## config.mk

```make
export PLATFORM = sky130hd
export DESIGN_NAME = wb_byte_initiator_flat
export DESIGN_NICKNAME = d
export VERILOG_FILES = /design/src/rtl/wb_byte_initiator_if.sv /design/src/rtl/wb_byte_initiator.sv /design/src/flat_wrapper.sv
export SDC_FILE = /design/constraint.sdc
export NUM_CORES = 1
export LEC_CHECK = 0
export ABC_AREA = 1
export BUFFER_PORTS_ARGS = -buffer_cell sky130_fd_sc_hd__buf_2
export CORE_ASPECT_RATIO = 1.25
export CORE_MARGIN = 1
export CORE_UTILIZATION = 48
export CTS_BUF_LIST = sky130_fd_sc_hd__clkbuf_4
export DETAILED_ROUTE_END_ITERATION = 8
export PLACE_DENSITY = 0.86
export SLEW_MARGIN = 20
export SYNTH_ARGS = -nofsm -noshare
export SYNTH_HDL_FRONTEND = slang
export SYNTH_SLANG_ARGS = --single-unit
```

## constraint.sdc

```tcl
create_clock -name wb_clk -period 1.3 [get_ports wb_clk]
set_input_delay 0.26 -clock wb_clk [delete_from_list [all_inputs] [get_ports wb_clk]]
set_output_delay 0.26 -clock wb_clk [all_outputs]
set_load 0.02 [all_outputs]
```

## src/rtl/wb_byte_initiator_if.sv

```systemverilog
// Wishbone classic byte bus between the initiator (master) and a byte-wide slave.
interface wb_byte_initiator_if #(
    parameter int wb_dat_width = 8,
    parameter int wb_adr_width = 3
);
    logic [wb_adr_width-1:0] adr;
    logic [wb_dat_width-1:0] dat_w;
    logic [wb_dat_width-1:0] dat_r;
    logic                    we;
    logic                    cyc;
    logic                    stb;
    logic [2:0]              cti;
    logic [1:0]              bte;
    logic                    ack;
    logic                    err;
    logic                    rty;

    modport master (
        output adr, dat_w, we, cyc, stb, cti, bte,
        input  dat_r, ack, err, rty
    );

    modport slave (
        input  adr, dat_w, we, cyc, stb, cti, bte,
        output dat_r, ack, err, rty
    );
endinterface

```

## src/rtl/wb_byte_initiator.sv

```systemverilog
// Single-outstanding Wishbone classic initiator: one byte command in, one bus
// cycle (with rty re-issue and no-response timeout) out, one response pulse back.
module wb_byte_initiator #(
    parameter int wb_dat_width   = 8,
    parameter int wb_adr_width   = 3,
    parameter int timeout_cycles = 255,
    parameter int rty_limit      = 3
) (
    input  logic                    wb_clk,
    input  logic                    wb_rst,
    input  logic                    cmd_valid_i,
    output logic                    cmd_ready_o,
    input  logic                    cmd_we_i,
    input  logic [wb_adr_width-1:0] cmd_adr_i,
    input  logic [wb_dat_width-1:0] cmd_dat_i,
    output logic                    rsp_valid_o,
    output logic [wb_dat_width-1:0] rsp_dat_o,
    output logic                    rsp_err_o,
    output logic                    rsp_timeout_o,
    wb_byte_initiator_if.master     wb
);
    localparam logic [1:0] S_IDLE    = 2'd0;
    localparam logic [1:0] S_BUS     = 2'd1;
    localparam logic [1:0] S_BACKOFF = 2'd2;
    localparam logic [1:0] S_RESP    = 2'd3;

    localparam logic [7:0] TMO_LAST = 8'(timeout_cycles - 1);
    localparam logic [2:0] RTY_MAX  = 3'(rty_limit);

    logic [1:0]              state_q, state_d;
    logic                    we_q, we_d;
    logic [wb_adr_width-1:0] adr_q, adr_d;
    logic [wb_dat_width-1:0] dat_q, dat_d;
    logic [7:0]              tmo_q, tmo_d;
    logic [2:0]              rty_q, rty_d;
    logic [wb_dat_width-1:0] rsp_dat_q, rsp_dat_d;
    logic                    rsp_err_q, rsp_err_d;
    logic                    rsp_tmo_q, rsp_tmo_d;
    logic                    cyc_q, rdy_q, rsp_vld_q;

    always_comb begin
        state_d   = state_q;
        we_d      = we_q;
        adr_d     = adr_q;
        dat_d     = dat_q;
        tmo_d     = tmo_q;
        rty_d     = rty_q;
        rsp_dat_d = rsp_dat_q;
        rsp_err_d = rsp_err_q;
        rsp_tmo_d = rsp_tmo_q;
        case (state_q)
            S_IDLE: begin
                if (cmd_valid_i) begin
                    we_d    = cmd_we_i;
                    adr_d   = cmd_adr_i;
                    dat_d   = cmd_dat_i;
                    tmo_d   = '0;
                    rty_d   = '0;
                    state_d = S_BUS;
                end
            end
            S_BUS: begin
                // err > ack > rty; any termination beats a coincident timeout
                if (wb.err) begin
                    rsp_dat_d = '0;
                    rsp_err_d = 1'b1;
                    rsp_tmo_d = 1'b0;
                    state_d   = S_RESP;
                end else if (wb.ack) begin
                    rsp_dat_d = we_q ? '0 : wb.dat_r;
                    rsp_err_d = 1'b0;
                    rsp_tmo_d = 1'b0;
                    state_d   = S_RESP;
                end else if (wb.rty) begin
                    if (rty_q < RTY_MAX) begin
                        rty_d   = rty_q + 3'd1;
                        state_d = S_BACKOFF;
                    end else begin
                        rsp_dat_d = '0;
                        rsp_err_d = 1'b1;
                        rsp_tmo_d = 1'b0;
                        state_d   = S_RESP;
                    end
                end else if (tmo_q == TMO_LAST) begin
                    rsp_dat_d = '0;
                    rsp_err_d = 1'b1;
                    rsp_tmo_d = 1'b1;
                    state_d   = S_RESP;
                end else begin
                    tmo_d = tmo_q + 8'd1;
                end
            end
            S_BACKOFF: begin
                tmo_d   = '0;
                state_d = S_BUS;
            end
            default: state_d = S_IDLE;
        endcase
    end

    always_ff @(posedge wb_clk) begin
        if (wb_rst) begin
            state_q   <= S_IDLE;
            we_q      <= 1'b0;
            adr_q     <= '0;
            dat_q     <= '0;
            tmo_q     <= '0;
            rty_q     <= '0;
            rsp_dat_q <= '0;
            rsp_err_q <= 1'b0;
            rsp_tmo_q <= 1'b0;
            cyc_q     <= 1'b0;
            rdy_q     <= 1'b1;
            rsp_vld_q <= 1'b0;
        end else begin
            state_q   <= state_d;
            we_q      <= we_d;
            adr_q     <= adr_d;
            dat_q     <= dat_d;
            tmo_q     <= tmo_d;
            rty_q     <= rty_d;
            rsp_dat_q <= rsp_dat_d;
            rsp_err_q <= rsp_err_d;
            rsp_tmo_q <= rsp_tmo_d;
            cyc_q     <= (state_d == S_BUS);
            rdy_q     <= (state_d == S_IDLE);
            rsp_vld_q <= (state_d == S_RESP);
        end
    end

    assign cmd_ready_o   = rdy_q;
    assign rsp_valid_o   = rsp_vld_q;
    assign rsp_dat_o     = rsp_dat_q;
    assign rsp_err_o     = rsp_err_q;
    assign rsp_timeout_o = rsp_tmo_q;

    assign wb.adr   = adr_q;
    assign wb.dat_w = dat_q;
    assign wb.we    = we_q;
    assign wb.cyc   = cyc_q;
    assign wb.stb   = cyc_q;
    assign wb.cti   = 3'b000;
    assign wb.bte   = 2'b00;
endmodule

```

## src/flat_wrapper.sv

```systemverilog
// flat-port wrapper written by rule: the top's interface ports become plain ports
module wb_byte_initiator_flat 
#(
    parameter int wb_dat_width   = 8,
    parameter int wb_adr_width   = 3,
    parameter int timeout_cycles = 255,
    parameter int rty_limit      = 3
)
  (wb_clk, wb_rst, cmd_valid_i, cmd_ready_o, cmd_we_i, cmd_adr_i, cmd_dat_i, rsp_valid_o, rsp_dat_o, rsp_err_o, rsp_timeout_o, wb_adr, wb_dat_w, wb_we, wb_cyc, wb_stb, wb_cti, wb_bte, wb_dat_r, wb_ack, wb_err, wb_rty);
  wb_byte_initiator_if #(.wb_dat_width(wb_dat_width), .wb_adr_width(wb_adr_width)) wb_i ();
  input  logic wb_clk;
  input  logic wb_rst;
  input  logic cmd_valid_i;
  output logic cmd_ready_o;
  input  logic cmd_we_i;
  input  logic [wb_adr_width-1:0] cmd_adr_i;
  input  logic [wb_dat_width-1:0] cmd_dat_i;
  output logic rsp_valid_o;
  output logic [wb_dat_width-1:0] rsp_dat_o;
  output logic rsp_err_o;
  output logic rsp_timeout_o;
  output wire logic [$bits(wb_i.adr)-1:0] wb_adr;
  output wire logic [$bits(wb_i.dat_w)-1:0] wb_dat_w;
  output wire logic [$bits(wb_i.we)-1:0] wb_we;
  output wire logic [$bits(wb_i.cyc)-1:0] wb_cyc;
  output wire logic [$bits(wb_i.stb)-1:0] wb_stb;
  output wire logic [$bits(wb_i.cti)-1:0] wb_cti;
  output wire logic [$bits(wb_i.bte)-1:0] wb_bte;
  input wire logic [$bits(wb_i.dat_r)-1:0] wb_dat_r;
  input wire logic [$bits(wb_i.ack)-1:0] wb_ack;
  input wire logic [$bits(wb_i.err)-1:0] wb_err;
  input wire logic [$bits(wb_i.rty)-1:0] wb_rty;
  assign wb_adr = wb_i.adr;
  assign wb_dat_w = wb_i.dat_w;
  assign wb_we = wb_i.we;
  assign wb_cyc = wb_i.cyc;
  assign wb_stb = wb_i.stb;
  assign wb_cti = wb_i.cti;
  assign wb_bte = wb_i.bte;
  assign wb_i.dat_r = wb_dat_r;
  assign wb_i.ack = wb_ack;
  assign wb_i.err = wb_err;
  assign wb_i.rty = wb_rty;
  wb_byte_initiator #(.wb_dat_width(wb_dat_width), .wb_adr_width(wb_adr_width), .timeout_cycles(timeout_cycles), .rty_limit(rty_limit)) u_core (.wb_clk(wb_clk), .wb_rst(wb_rst), .cmd_valid_i(cmd_valid_i), .cmd_ready_o(cmd_ready_o), .cmd_we_i(cmd_we_i), .cmd_adr_i(cmd_adr_i), .cmd_dat_i(cmd_dat_i), .rsp_valid_o(rsp_valid_o), .rsp_dat_o(rsp_dat_o), .rsp_err_o(rsp_err_o), .rsp_timeout_o(rsp_timeout_o), .wb(wb_i));
endmodule
```

# ---- Word level (Yosys, flattened, before mapping)
# Index checks and enable logic that the tools add are counted.
# Widths: inputs -> output; s select.
dict set report totals {
  wordCells 71
  romBits 0
  memories 0
  out_inout_bits 31
  input_bits 26
  regBits 38
  latchBits 0
  mem_bits_rw 0
}
dict set report op_classes {
  n_shift 0
  n_eq_ne 13
  div_mod_pow 0
  bitwise 0
  n_reduce_logical 9
  add_sub_neg 2
  n_mux 34
  multipliers 0
  order_cmp 1
}
# op count
set op_table {}
lappend op_table {{$mux 8} 11}
lappend op_table {{$pmux 8 s3} 1}
lappend op_table {{$mux 3} 5}
lappend op_table {{$ne 2x2->1 const B} 6}
lappend op_table {{$reduce_and 6->1} 2}
lappend op_table {{$mux 1} 10}
lappend op_table {{$mux 2} 5}
lappend op_table {{$add 8x1->8 const B} 1}
lappend op_table {{$eq 8x8->1 const B} 1}
lappend op_table {{$pmux 2 s3} 1}
lappend op_table {{$pmux 3 s2} 1}
lappend op_table {{$eq 2x1->1 const B} 2}
lappend op_table {{$eq 2x2->1 const B} 2}
lappend op_table {{$logic_not 2->1} 2}
lappend op_table {{$ne 4x4->1 const B} 1}
lappend op_table {{$reduce_bool 4->1} 1}
lappend op_table {{$add 3x1->3 const B} 1}
lappend op_table {{$lt 3x2->1 const B} 1}
lappend op_table {{$reduce_and 3->1} 1}
lappend op_table {{$reduce_bool 3->1} 1}
lappend op_table {{$ne 2x1->1 const B} 1}
lappend op_table {{$reduce_and 2->1} 1}
lappend op_table {{$reduce_bool 2->1} 1}

# ---- Depth between registers and ports, before layout
# Gate-level depths: netlist (run 1).
dict set report depth {
  word_depth 7
  ltp_mapped 11
  ltp_nobuf 11
}

# ---- Least setup slack after synthesis (run 1)
# Ideal clock, no wire load.
dict set report synth_timing {
  path_kind {flip-flop to flip-flop}
  from {register u_core.tmo_q[0]}
  to {register u_core.rsp_dat_q[0], in the netlist u_core.rsp_dat_o[0]}
  setup_time_ns 0.128
  arrival_time_ns 1.184
  synth_period_minus_slack_ns 1.311
  required_ns 1.172
  path_buffers 1
  stages_incl_launch_ff 12
  path_slack_ns -0.011
  cell_sequence {dfxtp_1 -> inv_1 -> ha_1 -> nand2_1 -> nor2_1 -> nand2_2 -> nand2_2 -> nand2_1 -> buf_6 -> nand2_1 -> nand2_1 -> nor2_1}
}
dict set report synth_between {
  elab_chain_len 3
}
# item line_no
set synth_lines {}
lappend synth_lines {{start: declaration} wb_byte_initiator.sv:34} ;# logic [7:0] tmo_q, tmo_d;
lappend synth_lines {{start signal: assignment} wb_byte_initiator.sv:120} ;# tmo_q <= tmo_d;
lappend synth_lines {{$eq 8x8->1} wb_byte_initiator.sv:84} ;# end else if (tmo_q == TMO_LAST) begin
lappend synth_lines {{$reduce_bool 4->1 (no line)} --}
lappend synth_lines {{$reduce_and 3->1 (no line)} --}
lappend synth_lines {{end signal: assignment} wb_byte_initiator.sv:122} ;# rsp_dat_q <= rsp_dat_d;
lappend synth_lines {{end: declaration} wb_byte_initiator.sv:36} ;# logic [wb_dat_width-1:0] rsp_dat_q, rsp_dat_d;
# No other way between the ends.
# A chain may end at the register's enable or synchronous reset.

# ---- Worst setup path after layout (run 1)
dict set report layout_timing {
  from {register u_core.tmo_q[1]}
  to {register u_core.rsp_dat_q[5], in the netlist u_core.rsp_dat_o[5]}
}
# The elaborated chain is that of the path after synthesis.

==> reports/qor.csv, run 1 <==
metric,value,unit
outcome,finished with violations,
violations,"DRC, setup timing",
grt_max_degree,18,
ant_nets,0,
viasPerCell,5.32,
maxCapViolations,0,
cp_num_buf_inv,2,
r2r_setup_slack,-190,ps
grt_pass1_wl,7.62,mm
synth_top_area_share,40.9,%
r2r-start,u_core.tmo_q[1]$_SDFFE_PP0P_,
cts_num_sinks,38,
holdWs,120,ps
synth_cell_types,22,
syn_area_per_cell,6.62,um^2
clock.fmax,672,MHz
syn-cell-area,0.00186,mm^2
avgRoutedWirePerCell,14.2,um
drtIter0Drc,157,
required,1580,ps
crit_start,u_core.tmo_q[1]$_SDFFE_PP0P_,
cpPeakStageDelay,400,ps
crit_path_max_fanout,5,
ctsHoldBuffers,0,
yosys.area.top_type,dfxtp_1,
antenna_found_initial,0,
dr.pass1.iters,8,
initial_core_util,51.6,%
io_buffers,51,
rsz0062_at_grt,yes,
clk_path_buf_depth,2,
cp-end-kind,register,
hpwl,3.09,mm
hp-class,in2reg,
power_density,1030,mW/mm^2
hold_viol_final,0,
ys_seq_elements,38,
nets,387,
period_needed,1490,ps
clk_pin_slew_worst_paths,120,ps
r2r_cells,10,
root_buffer,clkbuf_4,
fin_tns_setup,-1530,ps
vias,2111,
crit_family,simple AND/OR/NAND/NOR gates,
yosysWarnings,0,
core_area,0.00360,mm^2
r2r-end,u_core.rsp_dat_o[5]$_SDFFE_PP0P_,
fin_ws,-187,ps
finalSetupViolations,19,
cts_tree,built,
antenna_cells,0,
io_pins,57,
cts-buffers-inserted,5,
power,2.74,mW
slowest_stage,dfxtp_4,
syn-instance-count,281,
vdd_drop_max,789,uV
power_leakage,1.30,nW
arrival,1770,ps
syn2layout_area_growth,43.4,%
dieHeight,71.6,um
routed_wl,5.63,mm
grt_overflow_total,0,
path_class,reg2reg,
rows,24,
synthTopCellsByArea,"dfxtp_1 41%, nand2_1 14%, nor2_1 11%",
gp_congestion,0.859,
grt_usage,23.9,%
die_x,57.7,um
htreeDepth,2,
yosysSeqAreaShare,40.9,%
drc,1,
clock_latency,360,ps
start_kind,register,
worstSetupEndpoint,u_core.rsp_dat_o[5]$_SDFFE_PP0P_,
worstHoldStart,cmd_dat_i[5],
cpMostUsedCell,nand2_4,
cp.depth,10,
first_global_vias,1843,
utilization,74.1,%
fp.dieArea,0.00413,mm^2
report.final.slew_viol_count,0,
path_cells,ha_4 > nand2_4 > nor2_4 > nand2_4 > nand2_4 > buf_6 > nand2_4 > nand2_2 > inv_1 > nor2_1,
layout-drive-gt1-share,42.5,%
finalClockSkew,9.63,ps
fin_crit_sh,114,%
==> power breakdown <==
| part | total (mW) | leakage (nW) | switching, mW | internal [mW] |
|---|---|---|---|---|
| sequential | 1.30 | 0.315 | 0.0533 | 1.25 |
| clock | 0.626 | 0.0278 | 0.403 | 0.223 |
| combinational | 0.805 | 0.962 | 0.499 | 0.307 |
| total | 2.74 | 1.30 | 0.955 | 1.78 |
==> routing by layer <==
layer	up-vias	part of all wire [%]	track usage (%)
li1	1010	-	-
met1	981	38	26.8
met2	98	52	42.9
met3	22	6.0	5.05
met4	0	3.6	10.6
met5	-	0	0
==> worst reg2reg max path: cells and delay by family, from the launching register on <==
| kind | cells | cell delay (ps) |
|---|---|---|
| adder cells (fa/ha/maj) | 1 | 150 |
| flip-flops | 1 | 400 |
| AND/OR/NAND/NOR | 7 | 680 |
| buffers and inverters | 2 | 180 |
==> worst min path at each step <==
stage	end	slack (ps)	depth (start not counted)
finish	u_core.wb.dat_w[5]$_SDFFE_PP0P_	120	3
detailed placement	u_core.rsp_timeout_o$_SDFFE_PP0P_	450	2
CTS	u_core.wb.dat_w[1]$_SDFFE_PP0P_	120	3
global route	u_core.wb.dat_w[7]$_SDFFE_PP0P_	120	3
floorplan	u_core.wb.adr[0]$_SDFFE_PP0P_	390	2
global placement	u_core.rty_q[2]$_SDFFE_PP0P_	440	2
==> synth_stat cells, drive strengths merged <==
master and n:
a21oi 13, nand2 74, nor3 2, inv 34, buf 13, ha 3
nand3 22, dfxtp 38, clkbuf 3, nand4 4, o21ai 16, nor2 57
conb 1, xnor2 1
==> final cells by class <==
| cell class | count | area [um^2] |
|---|---|---|
| Clock buffer | 6 | 45.0 |
| Clock inverter | 1 | 7.51 |
| Fill cell | 279 | 935 |
| Inverter | 34 | 128 |
| Multi-Input combinational cell | 198 | 1140 |
| Sequential cell | 38 | 773 |
| Tap cell | 39 | 48.8 |
| Timing Repair Buffer | 81 | 524 |
==> flip-flops by register name, summed over array words and instances, names as in the netlist <==
name / cells
u_core.cmd_ready_o: 1
u_core.wb.cyc: 1
u_core.rsp_valid_o: 1
u_core.tmo_q: 8
u_core.state_q: 2
u_core.rsp_timeout_o: 1
u_core.rty_q: 3
u_core.rsp_err_o: 1
u_core.rsp_dat_o: 8
u_core.wb.dat_w: 8
u_core.wb.we: 1
u_core.wb.adr: 3
==> kinds of logic (layout without fill, tap and decap cells) <==
kind of cell             after synthesis  in the layout  share of synthesized area (%)
AO/OA/AOI/OAI                         29             29                           8.00
XOR/XNOR                               1              1                          0.471
adder cells (fa/ha/maj)                3              3                           2.02
buffers and inverters                 50            122                           12.3
flip-flops                            38             38                           40.9
other                                  1              5                          0.202
AND/OR/NAND/NOR                      159            160                           36.1
==> repair_timing <==
item	CTS	global route
setup buffers	5	7
gates cloned	1	1
endpoints found under the setup margin	23	24
resized for setup	32	44
pin swaps	12	23
==> cell usage in the layout, fill, tap and decap left out, drive strengths merged <==
master,n
a21oi,13
buf,81
clkbuf,6
clkinvlp,1
conb,5
dfxtp,38
ha,3
inv,34
nand2,75
nand3,22
nand4,4
nor2,57
nor3,2
o21ai,16
xnor2,1
==> stage by stage <==
| step | instance area [um^2] | setup slack (ps) | cells |
|---|---|---|---|
| 5_1_grt | 2670 | -212 | 397 |
| 6_report | 2670 | -187 | 397 |
| 2_1_floorplan | 1880 | 4.41 | 285 |
| 3_5_place_dp | 2230 | -173 | 378 |
| 3_3_place_gp | 2230 | -102 | 378 |
| 4_1_cts | 2490 | -61.9 | 391 |
No activity file was read; power rests on OpenSTA's default activity.
==> inputs of run 2 (changes only) <==
--- a/config.mk
+++ b/config.mk
@@ -9,10 +9,10 @@
 export BUFFER_PORTS_ARGS = -buffer_cell sky130_fd_sc_hd__buf_2
 export CORE_ASPECT_RATIO = 1.25
 export CORE_MARGIN = 1
-export CORE_UTILIZATION = 48
+export CORE_UTILIZATION = 41
 export CTS_BUF_LIST = sky130_fd_sc_hd__clkbuf_4
 export DETAILED_ROUTE_END_ITERATION = 8
-export PLACE_DENSITY = 0.86
+export PLACE_DENSITY = 0.77
 export SLEW_MARGIN = 20
 export SYNTH_ARGS = -nofsm -noshare
 export SYNTH_HDL_FRONTEND = slang
==> reports/qor.csv, run 2 (synthesized netlist as in run 1, its figures left out) <==
metric,value,unit,change
power_density,1030,mW/mm^2,about the same
maxCapViolations,0,,unchanged
clk_path_buf_depth,2,,unchanged
dr.pass1.iters,6,,was 8
drc,2,,was 1
die_x,62.3,um,was 57.7 um
fin_crit_sh,107,%,was 114%
hold_viol_final,0,,unchanged
antenna_cells,0,,unchanged
fp.dieArea,0.00481,mm^2,was 0.00413 mm^2
initial_core_util,42.4,%,was 51.6%
multiInputGateArea,0.00101,mm^2,was 0.00114 mm^2
period_needed,1400,ps,was 1490 ps
rows,27,,was 24
violations,"DRC, setup timing",,unchanged
finalSetupViolations,19,,unchanged
syn2layout_area_growth,38.6,%,was 43.4%
fill_cells,410,,was 279
nets,386,,was 387
outcome,finished with violations,,unchanged
cp-end-kind,register,,unchanged
grt_pass1_wl,7.29,mm,was 7.62 mm
hp-class,in2reg,,unchanged
core_area,0.00439,mm^2,was 0.00360 mm^2
layout.area.seq,764,um^2,was 773 um^2
layout-drive-gt1-share,33.0,%,was 42.5%
post-place-cells,401,,was 378
wirelength_met1,1.95,mm,was 2.15 mm
holdWs,132,ps,was 120 ps
avgRoutedWirePerCell,11.0,um,was 14.2 um
vdd_drop_max,703,uV,was 789 uV
vias,1975,,was 2111
antenna_found_initial,0,,unchanged
hpwl,3.09,mm,about the same
clock_latency,360,ps,about the same
drtIter0Drc,55,,was 157
utilization,58.7,%,was 74.1%
clk_pin_slew_worst_paths,130,ps,was 120 ps
finalClockSkew,16.5,ps,was 9.63 ps
power_leakage,1.30,nW,about the same
dr_wl_met2,2.25,mm,was 2.94 mm
grt_max_degree,18,,unchanged
path_class,reg2reg,,unchanged
cts-buffers-inserted,5,,unchanged
crit_path_max_fanout,5,,unchanged
report.final.slew_viol_count,0,,unchanged
io_buffers,51,,unchanged
viasPerCell,4.75,,was 5.32
power,2.64,mW,was 2.74 mW
grt_overflow_total,0,,unchanged
wl_met3,255,um,was 339 um
arrival,1650,ps,was 1770 ps
clock.fmax,716,MHz,was 672 MHz
dieHeight,77.3,um,was 71.6 um
fin_tns_setup,-1160,ps,was -1530 ps
start_kind,register,,unchanged
io_pins,57,,unchanged
htreeDepth,2,,unchanged
first_global_vias,1763,,was 1843
cts_tree,built,,unchanged
required,1560,ps,was 1580 ps
grt_usage,18.7,%,was 23.9%
fin_ws,-95.9,ps,was -187 ps
cts_num_sinks,38,,unchanged
routed_wl,4.56,mm,was 5.63 mm
final_common_cell,nand2_1,,was buf_2
ant_nets,0,,unchanged
gp_congestion,0.829,,was 0.859
rsz0062_at_grt,yes,,unchanged
final_cell_mix,"65 x nand2_1, 51 x nor2_1, 51 x buf_2, 35 x dfxtp_1, 29 x inv_1",,"was 51 x buf_2, 48 x nand2_1, 48 x nor2_1, 32 x dfxtp_1, 29 x inv_1"
highest_layer,met4,,unchanged
root_buffer,clkbuf_4,,unchanged
layout.cells.non_filler,416,,was 397
## run 2: power breakdown
group,internal (mW),switching (mW)
clock network,0.224,0.406
logic,0.285,0.432
registers,1.25,0.0447
total,1.76,0.883
## run 2: what timing repair did
action / 4_1_cts / 5_1_grt
setup buffers: 2 / 3
hold endpoints to repair: 0 / 0
endpoints found under the setup margin: 25 / 26
pin swaps: 8 / 19
gates cloned: 0 / 2
gates resized for setup: 12 / 22
hold buffers: 0 / 0
## run 2: path summary, 6_finish.rpt
| path | from | endpoint | slack [ps] | cells past startpoint |
|---|---|---|---|---|
| max reg2reg | u_core.tmo_q[0]$_SDFFE_PP0P_ | u_core.rsp_dat_o[7]$_SDFFE_PP0P_ | -100 | 10 |
| min | cmd_adr_i[1] | u_core.wb.adr[1]$_SDFFE_PP0P_ | 130 | 3 |
| min reg2reg | u_core.rty_q[2]$_SDFFE_PP0P_ | u_core.rty_q[2]$_SDFFE_PP0P_ | 470 | 2 |
| max | u_core.tmo_q[0]$_SDFFE_PP0P_ | u_core.rsp_dat_o[7]$_SDFFE_PP0P_ | -100 | 10 |
## run 2: layout make-up
cell class	count	area share, %
Clock buffer	6	1.75
Clock inverter	2	0.340
Inverter	34	4.95
Multi-Input combinational cell	197	39.3
Sequential cell	38	29.6
Tap cell	58	2.81
Timing Repair Buffer	81	21.2
## run 2: metal layers
| metal | up-vias | global-route usage, % |
|---|---|---|
| li1 | 1009 | - |
| met1 | 877 | 20.8 |
| met2 | 78 | 33.6 |
| met3 | 11 | 4.46 |
| met4 | 0 | 7.91 |
| met5 | - | 0 |
## run 2: worst max-delay path, cell delays in order, from the launching register on
cell	delay, ps
dfxtp_2	350
inv_2	60
ha_4	130
nand2_2	70
nor2_4	150
nand2_4	90
nand2_8	120
clkbuf_16	150
nand3_1	70
nand2_1	60
nor2_1	40
## run 2: stage by stage
step | area, um^2 | worst slack [ps]
2_1_floorplan | 1880 | 4.41
3_3_place_gp | 2300 | -124
3_5_place_dp | 2300 | -217
4_1_cts | 2410 | -56.5
5_1_grt | 2580 | -185
6_report | 2580 | -95.9
